**src/rtl/alu_operand_sequencer_if.sv**
```systemverilog
// Bus between the operand sequencer and its surroundings: board inputs, ALU
// operand/result lines and the display/status outputs.
interface alu_operand_sequencer_if #(
   parameter int N = 16
);
   logic [N-1:0] data_in;
   logic         enter;
   logic         clear;
   logic [N-1:0] OP1;
   logic [N-1:0] OP2;
   logic [1:0]   OpCode;
   logic [N-1:0] alu_result;
   logic         alu_status;
   logic [N-1:0] display_value;
   logic [2:0]   stage;
   logic         result_valid;
   logic         overflow;

   modport master (
      input  data_in, enter, clear, alu_result, alu_status,
      output OP1, OP2, OpCode, display_value, stage, result_valid, overflow
   );

   modport slave (
      output data_in, enter, clear, alu_result, alu_status,
      input  OP1, OP2, OpCode, display_value, stage, result_valid, overflow
   );
endinterface

```
**src/rtl/alu_operand_sequencer.sv**
```systemverilog
// Collects OP1, OP2 and opcode from one shared switch bus on enter edges,
// holds them on the ALU, captures the result one cycle later and supports chaining.
module alu_operand_sequencer #(
   parameter int N = 16
) (
   input  logic                     clk,
   input  logic                     resetN,
   alu_operand_sequencer_if.master  bus
);

   typedef enum logic [2:0] {
      WAIT_OP1,
      WAIT_OP2,
      WAIT_OPCODE,
      EXEC,
      SHOW_RESULT
   } state_t;

   state_t       state;
   logic         enter_prev;
   logic         enter_edge;
   logic [N-1:0] result_reg;

   // A held button is one event: only the rising edge advances the sequence.
   assign enter_edge = bus.enter & ~enter_prev;

   // NOTE: reset is synchronous (sampled on the clock edge) and all state uses
   // non-blocking assignments so every register sees pre-edge values.
   always_ff @(posedge clk) begin
      if (!resetN) begin
         state        <= WAIT_OP1;
         enter_prev   <= 1'b0;
         bus.OP1      <= '0;
         bus.OP2      <= '0;
         bus.OpCode   <= 2'b00;
         result_reg   <= '0;
         bus.overflow <= 1'b0;
      end else begin
         enter_prev <= bus.enter;
         if (bus.clear) begin
            state        <= WAIT_OP1;
            bus.OP1      <= '0;
            bus.OP2      <= '0;
            bus.OpCode   <= 2'b00;
            result_reg   <= '0;
            bus.overflow <= 1'b0;
         end else begin
            unique case (state)
               WAIT_OP1: if (enter_edge) begin
                  bus.OP1 <= bus.data_in;
                  state   <= WAIT_OP2;
               end
               WAIT_OP2: if (enter_edge) begin
                  bus.OP2 <= bus.data_in;
                  state   <= WAIT_OPCODE;
               end
               WAIT_OPCODE: if (enter_edge) begin
                  bus.OpCode <= bus.data_in[1:0];
                  state      <= EXEC;
               end
               EXEC: begin
                  // Operands have been stable for a full cycle; ALU has settled.
                  result_reg   <= bus.alu_result;
                  bus.overflow <= bus.alu_status;
                  state        <= SHOW_RESULT;
               end
               SHOW_RESULT: if (enter_edge) begin
                  bus.OP1      <= result_reg;
                  bus.overflow <= 1'b0;
                  state        <= WAIT_OP2;
               end
               default: state <= WAIT_OP1;
            endcase
         end
      end
   end

   // NOTE: every output gets a default first so no latch is inferred.
   always_comb begin
      bus.stage         = 3'b000;
      bus.result_valid  = 1'b0;
      bus.display_value = '0;
      unique case (state)
         WAIT_OP1: begin
            bus.stage         = 3'b001;
            bus.display_value = bus.data_in;
         end
         WAIT_OP2: begin
            bus.stage         = 3'b010;
            bus.display_value = bus.data_in;
         end
         WAIT_OPCODE: begin
            bus.stage         = 3'b100;
            bus.display_value = {{(N-2){1'b0}}, bus.data_in[1:0]};
         end
         EXEC:        bus.display_value = bus.OP2;
         SHOW_RESULT: begin
            bus.result_valid  = 1'b1;
            bus.display_value = result_reg;
         end
         default: ;
      endcase
   end

endmodule
```
**src/flat_wrapper.sv**
```systemverilog
// flat-port wrapper written by rule: the top's interface ports become plain ports
module alu_operand_sequencer_flat 
#(
   parameter int N = 16
)
  (clk, resetN, bus_data_in, bus_enter, bus_clear, bus_alu_result, bus_alu_status, bus_OP1, bus_OP2, bus_OpCode, bus_display_value, bus_stage, bus_result_valid, bus_overflow);
  alu_operand_sequencer_if #(.N(N)) bus_i ();
  input  logic clk;
  input  logic resetN;
  input wire logic [$bits(bus_i.data_in)-1:0] bus_data_in;
  input wire logic [$bits(bus_i.enter)-1:0] bus_enter;
  input wire logic [$bits(bus_i.clear)-1:0] bus_clear;
  input wire logic [$bits(bus_i.alu_result)-1:0] bus_alu_result;
  input wire logic [$bits(bus_i.alu_status)-1:0] bus_alu_status;
  output wire logic [$bits(bus_i.OP1)-1:0] bus_OP1;
  output wire logic [$bits(bus_i.OP2)-1:0] bus_OP2;
  output wire logic [$bits(bus_i.OpCode)-1:0] bus_OpCode;
  output wire logic [$bits(bus_i.display_value)-1:0] bus_display_value;
  output wire logic [$bits(bus_i.stage)-1:0] bus_stage;
  output wire logic [$bits(bus_i.result_valid)-1:0] bus_result_valid;
  output wire logic [$bits(bus_i.overflow)-1:0] bus_overflow;
  assign bus_i.data_in = bus_data_in;
  assign bus_i.enter = bus_enter;
  assign bus_i.clear = bus_clear;
  assign bus_i.alu_result = bus_alu_result;
  assign bus_i.alu_status = bus_alu_status;
  assign bus_OP1 = bus_i.OP1;
  assign bus_OP2 = bus_i.OP2;
  assign bus_OpCode = bus_i.OpCode;
  assign bus_display_value = bus_i.display_value;
  assign bus_stage = bus_i.stage;
  assign bus_result_valid = bus_i.result_valid;
  assign bus_overflow = bus_i.overflow;
  alu_operand_sequencer #(.N(N)) u_core (.clk(clk), .resetN(resetN), .bus(bus_i));
endmodule
```
**config.mk**
```make
export PLATFORM = sky130hd
export DESIGN_NAME = alu_operand_sequencer_flat
export DESIGN_NICKNAME = d
export VERILOG_FILES = /design/src/rtl/alu_operand_sequencer_if.sv /design/src/rtl/alu_operand_sequencer.sv /design/src/flat_wrapper.sv
export SDC_FILE = /design/constraint.sdc
export NUM_CORES = 1
export LEC_CHECK = 0
export CORE_MARGIN = 5
export CORE_UTILIZATION = 40
export DETAILED_ROUTE_END_ITERATION = 8
export PLACE_DENSITY = 0.73
export REMOVE_ABC_BUFFERS = 1
export SYNTH_ARGS = -nofsm -noshare
export SYNTH_HDL_FRONTEND = slang
export SYNTH_SLANG_ARGS = --single-unit
```
**constraint.sdc**
```tcl
create_clock -name clk -period 4.2 [get_ports clk]
set_clock_uncertainty 0.2 [all_clocks]
set_input_delay 1.05 -clock clk [delete_from_list [all_inputs] [get_ports clk]]
set_output_delay 1.05 -clock clk [all_outputs]
set_load 0.02 [all_outputs]
```
### After elaboration in Yosys (flattened, before gate mapping)

Cells that the tools add are included.

| word-level totals | value |
|---|---|
| register bits after elaboration | 55 |
| input port bits | 37 |
| output and inout bits | 55 |
| word-level logic and storage cells | 42 |

| cells by class | value |
|---|---|
| equal/unequal tests | 9 |
| reduce and logical (&&, ||, !) cells | 11 |
| bitwise logic cells | 3 |
| multiplexer cells | 12 |

Operators by type and width:

| cell | number |
|---|---|
| $pmux 16 s4 | 1 |
| $mux 16 | 2 |
| $pmux 16 s2 | 1 |
| $pmux 3 s4 | 1 |
| $ne 2x1->1 const B | 5 |
| $mux 3 | 3 |
| $pmux 3 s3 | 1 |
| $eq 3x2->1 const B | 2 |
| $reduce_and 2->1 | 3 |
| $reduce_and 3->1 | 2 |
| $reduce_or 2->1 | 3 |
| $reduce_bool 2->1 | 2 |
| $eq 3x1->1 const B | 1 |
| $eq 3x3->1 const B | 1 |
| $logic_not 3->1 | 1 |
| $mux 1 | 2 |
| $not 1->1 | 2 |
| $pmux 1 s2 | 1 |
| $and 1x1->1 | 1 |

### Longest topological paths before layout

Gate-level depths: netlist of run 1.

| depth | value |
|---|---|
| word-level depth | 4 |
| gate-level depth with buffers | 6 |
| gate-level depth less buffers | 4 |

### Worst setup path after synthesis of run 1

Ideal clock, no wire load.

| path | value |
|---|---|
| kind | input-to-output |
| start point | in bus_data_in[0] |
| end point | out bus_display_value[0] |
| data arrival time | 1.611 ns |
| data required time | 2.950 ns |
| path buffers | 0 |
| setup slack | 1.339 ns |
| stages | 3 |
| cells stage by stage | nor2b_1 a31oi_1 o22ai_1 |

| between the ends | value |
|---|---|
| cells in the longest elaborated chain, start to end | 1 |

Ends and longest elaborated chain:

| element | line | text |
|---|---|---|
| start: declaration | flat_wrapper.sv:10 | `input wire logic [$bits(bus_i.data_in)-1:0] bus_data_in;` |
| $pmux 16 s4 | alu_operand_sequencer.sv:83 | `unique case (state)` |
| end: declaration | flat_wrapper.sv:18 | `output wire logic [$bits(bus_i.display_value)-1:0] bus_display_value;` |

Every way passes these cells.

### Final worst setup path of run 1

| path | value |
|---|---|
| start point | reg u_core.state[0] |
| end point | out bus_stage[1] |

| between the ends | value |
|---|---|
| cells in the longest elaborated chain, start to end | 2 |
| elaborated cells between the ends (all ways) | 4 |
| those cells by class | eq/ne (2); mux (1); reduce/logical (1) |

Ends and longest elaborated chain:

| element | line | text |
|---|---|---|
| start: declaration | alu_operand_sequencer.sv:19 | `state_t state;` |
| start signal: assignment | alu_operand_sequencer.sv:31 | `state <= WAIT_OP1;` |
| start signal: assignment | alu_operand_sequencer.sv:41 | `state <= WAIT_OP1;` |
| start signal: assignment | alu_operand_sequencer.sv:51 | `state <= WAIT_OP2;` |
| $eq 3x2->1, or another cell as far along | alu_operand_sequencer.sv:83 |  |
| $pmux 3 s3 * | alu_operand_sequencer.sv:83 |  |
| end: declaration | flat_wrapper.sv:19 | `output wire logic [$bits(bus_i.stage)-1:0] bus_stage;` |

Every way passes the cells marked *; elsewhere a longest branch is shown, timed or not.

==> out/metrics.cfg, run 1 <==
[drt]
drcViolationCount=0
highest_layer=met4
vias=2522
route.met2.wl_mm=4.036
wl_per_cell_um=16.95
drt_iter0_drc=161
drt-total-wl_mm=7.865
met3_wirelength_um=486
wl_met1_mm=3.312
via_per_inst=5.435
dr.pass1.iters=4
detail-route-antenna-nets=0

[cells_and_area]
fill_cells=580
postLayoutCoreUtil_pct=58.46
drive_gt1_share_pct=5.141
multi_input_area_sq_um=1241
fin_nets=427
register_area_sq_um=1101
antenna_cells=0
area_delta_synth_final_pct=40.44

[cts]
cts_tree=built
cts.sinks=55
root_buffer=clkbuf_8
clockBufferDepth=2
postCtsSetupBuffers=0
ctsResizeCount=0
cts.clk_slew.worst_paths_ns=0.09
cts_buffers=5
clk_latency_ns=0.29
cts_hold_buf=0
h-tree-depth=2

[worst_setup_path]
cp-start-kind=flip-flop
crit_arrival_ns=2.64
critPathKind=flip-flop to output pin
required_ns=2.95
cp-end-kind=output pin
worstPathMaxFanout=17

[sta]
period_needed_ns=3.893
tightest_slew_ns=0.8711
hold_violations=0
hold_slack_ns=0.2605
slew_violations=0
fin_crit_sh_pct=92.69
rsz0062_at_grt=false
fmax_mhz=256.9
slew_headroom_pct=41.66
setup_tns_ns=0
setup_viol=0

[yosys]
synth.top_cell.area_share_pct=44.15
yosysTopAreaCell=dfxtp_1
yosysWarnings=0
syn-cell-area_sq_um=2494
synth_area_leaders=dfxtp_1, nand2_1, o21ai_0
netlist_instances=312
syn_avg_cell_area_sq_um=7.992
synth-seq-area-share_pct=44.15
synth_ff_type=dfxtp_1
async_flop_share_pct=0
ys_types=33
synth-seq-cells=55
synth_enable_flop_cells=0

[run]
max-cap-violations=0

[die]
initial_core_util_pct=41.62
die_w_um=88.96
ios=92
die_area_sq_um=7913
die_h_um=88.96
core_area_sq_um=5991
row_count=28

[power]
p_leak_nw=1.182
power-per-cell-area_nw_per_um2=284.6
vdd_ir_drop_max_mv=0.2164

[grt]
grt-ovfl-total=0
grt_usage_pct=20.41
grt_pass1_wl_mm=12.54
antenna_found_initial=0
grt_pass1_vias=2547
grt_max_degree=24

[placement]
dp_hpwl_mm=5.340
routabilityCongestion=0.7491
io_buffers=91

[status]
status=completed

[hold_path]
hold_class=flip-flop to flip-flop

## final timing paths
| kind | start | end | slack (ns) | depth (start not counted) |
|---|---|---|---|---|
| setup / recovery | u_core.state[0] | bus_stage[1] | 0.31 | 3 |
| hold / removal | u_core.result_reg[7] | u_core.result_reg[7] | 0.26 | 2 |
| setup reg to reg | u_core.state[0] | u_core.bus.OP2[5] | 1.95 | 4 |
| hold reg to reg | u_core.result_reg[7] | u_core.result_reg[7] | 0.26 | 2 |
## cells in the mapped netlist, types with 2 or more instances
| cell | instances |
|---|---|
| buf_2 | 9 |
| nand2_1 | 53 |
| nor2b_1 | 3 |
| clkbuf_1 | 12 |
| dfxtp_1 | 55 |
| nand3_1 | 16 |
| nor2_1 | 3 |
| nand2b_1 | 18 |
| mux2i_1 | 5 |
| o21ai_0 | 39 |
| buf_4 | 6 |
| a31oi_1 | 16 |
| a21oi_1 | 35 |
| o21ai_1 | 8 |
| nor3_1 | 2 |
| a22oi_1 | 15 |
## critical path, stage by stage (launching register included)
cell             delay, ns
dfxtp_1               0.68
or3b_1                0.75
inv_8                 0.27
clkdlybuf4s50_1       0.64
## through the flow
step | instances | setup WS [ns] | cell area [sq um] | total power, W
after floorplan | 283 | 1.089 | 2344 | 0.0006317
after global placement | 458 | 0.3783 | 3430 | 0.0007371
after detailed placement | 458 | 0.3625 | 3430 | 0.0007389
after CTS | 464 | 0.2907 | 3502 | 0.001005
after global routing | 464 | 0.1830 | 3502 | 0.001040
final | 464 | 0.3070 | 3502 | 0.0009966
## routing by layer
metal  global-route usage, %  vias to the layer above
li1                        -                     1252
met1                   25.90                     1194
met2                   36.10                       72
met3                   3.963                        4
met4                   4.330                        0
met5                       0                        -
## placed cells by master, fill, tap and decap left out
master	count
clkdlybuf4s50_1	91
dfxtp_1	55
nand2_1	53
o21ai_0	39
a21oi_1	35
nand2b_1	18
a31oi_1	16
nand3_1	16
a22oi_1	15
buf_4	9
o21ai_1	8
mux2i_1	5
clkbuf_8	5
nor2_1	3
nor3_1	2
nor2b_2	2
inv_1	1
and2_0	1
nor3b_4	1
nor2b_1	1
o22ai_1	1
or3b_1	1
inv_8	1
nor3b_2	1
nor4b_4	1
and3b_1	1
nand3b_1	1
nor3b_1	1
a22o_1	1
and2_1	1
and3_1	1
a32o_1	1
clkbuf_1	1
## layout make-up
| type | count | share of cell area (%) |
|---|---|---|
| Clock buffer | 6 | 2.072 |
| Timing Repair Buffer | 100 | 27.94 |
| Multi-Input combinational cell | 226 | 35.44 |
| Inverter | 2 | 0.4287 |
| Sequential cell | 55 | 31.44 |
| Tap cell | 75 | 2.680 |
## power by group
group / total (W) / internal (W) / switching [W] / leakage (nW)
clock network: 0.000271 / 0.000112 / 0.000159 / 0.0371
logic: 0.000184 / 0.0000884 / 0.0000957 / 0.700
registers: 0.000542 / 0.000532 / 0.0000102 / 0.445
## kinds of logic after synthesis
logic type / synth area share (%)
mux: 2.007
simple gates: 21.23
compound gates: 25.99
buf+inv: 6.622
flops: 44.15
(Power assumes the default switching activity.)
==> run 2: changes to the inputs <==
--- a/config.mk
+++ b/config.mk
@@ -8,7 +8,7 @@
 export CORE_MARGIN = 5
 export CORE_UTILIZATION = 40
 export DETAILED_ROUTE_END_ITERATION = 8
-export PLACE_DENSITY = 0.73
+export DONT_BUFFER_PORTS = 1
 export REMOVE_ABC_BUFFERS = 1
 export SYNTH_ARGS = -nofsm -noshare
 export SYNTH_HDL_FRONTEND = slang
==> run 2 against run 1 <==
  * Non-clock buffer count shrank 94
  * Count of clock-buffer cells in the layout grew 1
  * Design area shrank 26%
  * First-iteration DRC count shrank 4.3%
  * Via count shrank 12%
  * Largest power group unchanged
  * Critical path type unchanged
  * Worst setup slack gained 0.23 ns
  * Wire length shrank 5.2%
  * Highest routed layer unchanged
  * Critical path depth grew 1
  * Global-route usage shrank 0.98 points
  * Sequential power grew 2%
  * Power shrank 6.5%
  * Cell count shrank 20%
==> out/metrics.cfg, run 2 (synthesized netlist as in run 1, its figures left out) <==
[cells_and_area]
layout_commonest_cell=dfxtp_1
postLayoutCoreUtil_pct=43.02  ; -15 points
fill_cells=613  ; +5.7%
fin_nets=333  ; -22%
drive_gt1_share_pct=6.061  ; +0.92 points
final_cell_mix=dfxtp_1, nand2_1, o21ai_0
register_area_sq_um=1101  ; unchanged
antenna_cells=0  ; unchanged
area_delta_synth_final_pct=3.362
multi_input_area_sq_um=1241  ; unchanged

[worst_setup_path]
crit_slowest_cell=dfxtp_1
slowest_delay_ns=0.66  ; -0.09 ns
crit_arrival_ns=2.41  ; -0.23 ns
worstPathCellList=and2_0 > buf_4 > a22oi_1 > o21ai_0
rr_startpoint=u_core.state[0]
worstPathMaxFanout=13  ; -4
cp_num_buf_inv=1  ; -1
critPathKind=flip-flop to output pin
cp_top_family=flip-flops
cp-end-kind=output pin
startpoint=u_core.state[0]
cp-start-kind=flip-flop
required_ns=2.95  ; about the same

[power]
switching_share_pct=27.54  ; +0.98 points
pwr-share-clk_pct=30.5  ; +3.3 points
vdd_ir_drop_max_mv=0.1731  ; -20%
p_switching_w=0.0002565  ; -3.1%
combPwrFrac_pct=10.0  ; -8.5 points
p_leak_nw=0.8345  ; -29%
power.internal_w=0.0006750  ; -7.8%
power-per-cell-area_nw_per_um2=361.4  ; +27%
sequentialPowerShare_pct=59.5  ; +5.1 points

[sta]
setup_tns_ns=0  ; unchanged
slew_headroom_pct=32.01  ; -9.6 points
tightest_slew_ns=1.020  ; +0.1487 ns
fmax_mhz=273.1  ; +6.3%
fin_crit_sh_pct=87.19  ; -5.5 points
rsz0062_at_grt=false
hold_violations=0  ; unchanged
setup_viol=0  ; unchanged
period_needed_ns=3.662  ; -0.2312 ns
slew_violations=0  ; unchanged

[cts]
cts_tree=built
postCtsSetupBuffers=0  ; unchanged
cts_hold_buf=0  ; unchanged
cts.sinks=55  ; unchanged
clockBufferDepth=2  ; unchanged
root_buffer=clkbuf_8
cts.clk_slew.worst_paths_ns=0.09  ; about the same
h-tree-depth=2  ; unchanged
cts_buffers=5  ; unchanged
ctsResizeCount=0  ; unchanged
clk_latency_ns=0.30  ; about the same

[placement]
dp_hpwl_mm=4.907  ; -8.1%
io_buffers=0  ; -100%
routabilityCongestion=0.7178  ; -4.2%

[drt]
vias=2211  ; -12%
detail-route-antenna-nets=0  ; unchanged
wl_per_cell_um=20.05  ; +18%
drt_iter0_drc=154  ; -4.3%
dr.pass1.iters=4  ; unchanged
drt-total-wl_mm=7.459  ; -5.2%
drcViolationCount=0  ; unchanged
via_per_inst=5.944  ; +9.3%

[grt]
grt_usage_pct=19.43  ; -0.98 points
grt_pass1_vias=2230  ; -12%
grt_max_degree=42  ; +75%
grt-ovfl-total=0  ; unchanged
met1_usage_pct=24.86  ; -1.0 points
use_met3_pct=5.714  ; +1.8 points
grt.busiest_layer=met2
antenna_found_initial=0  ; unchanged
use_met2_pct=31.85  ; -4.3 points
grt_pass1_wl_mm=11.78  ; -6.1%

[status]
status=completed

[run]
max-cap-violations=0  ; unchanged

[die]
die_w_um=88.96  ; unchanged
die_area_sq_um=7913  ; unchanged
die_h_um=88.96  ; unchanged
core_area_sq_um=5991  ; unchanged
row_count=28  ; unchanged
ios=92  ; unchanged
initial_core_util_pct=41.62  ; unchanged

[hold_path]
hold_class=flip-flop to flip-flop
hp-start=u_core.result_reg[8]

## run 2: area by class of cell
class / count / share of cell area, %
Inverter: 2 / 0.5825
Tap cell: 75 / 3.641
Multi-Input combinational cell: 226 / 48.16
Clock buffer: 7 / 2.961
Timing Repair Buffer: 6 / 1.748
Sequential cell: 55 / 42.72
Clock inverter: 1 / 0.1942
## run 2: worst paths after layout
kind	end	cells after the start	slack, ns
setup / recovery	bus_display_value[14]	4	0.54
hold / removal	u_core.result_reg[8]	2	0.26
setup reg to reg	u_core.bus.OP2[15]	4	1.91
hold reg to reg	u_core.result_reg[8]	2	0.26
## run 2: per-stage QoR
step | instance area (sq um) | setup slack [ns] | std cells | total power, W | hold slack (ns)
after floorplan | 2344 | 1.089 | 283 | 0.0006317 | 0.2366
after global placement | 2496 | 0.9378 | 364 | 0.0006605 | 0.2416
after detailed placement | 2496 | 0.8871 | 364 | 0.0006612 | 0.2469
after CTS | 2577 | 0.5353 | 372 | 0.0009414 | 0.2611
after global routing | 2577 | 0.3328 | 372 | 0.0009764 | 0.2846
final | 2577 | 0.5382 | 372 | 0.0009315 | 0.2599
## run 2: worst reg2reg max path: cells and delay by family (launching register included)
family	cells	cell delay [ns]
compound gates	1	0.15
buf+inv	1	0.31
flops	1	0.66
simple gates	2	0.88
## run 2: power by group through the flow
stage	sequential [W]	combinational, W	clock, W
final	0.000554	0.0000933	0.000284
after floorplan	0.000563	0.0000690	0
after detailed placement	0.000567	0.0000946	0
after global placement	0.000566	0.0000941	0
after CTS	0.000554	0.0000948	0.000292
after global routing	0.000556	0.000103	0.000317
## run 2: layer usage
layer,vias to the layer above,wire length [um]
met1,1044,3039
li1,1070,-
met5,-,0
met2,83,3575
met3,14,705
met4,0,138
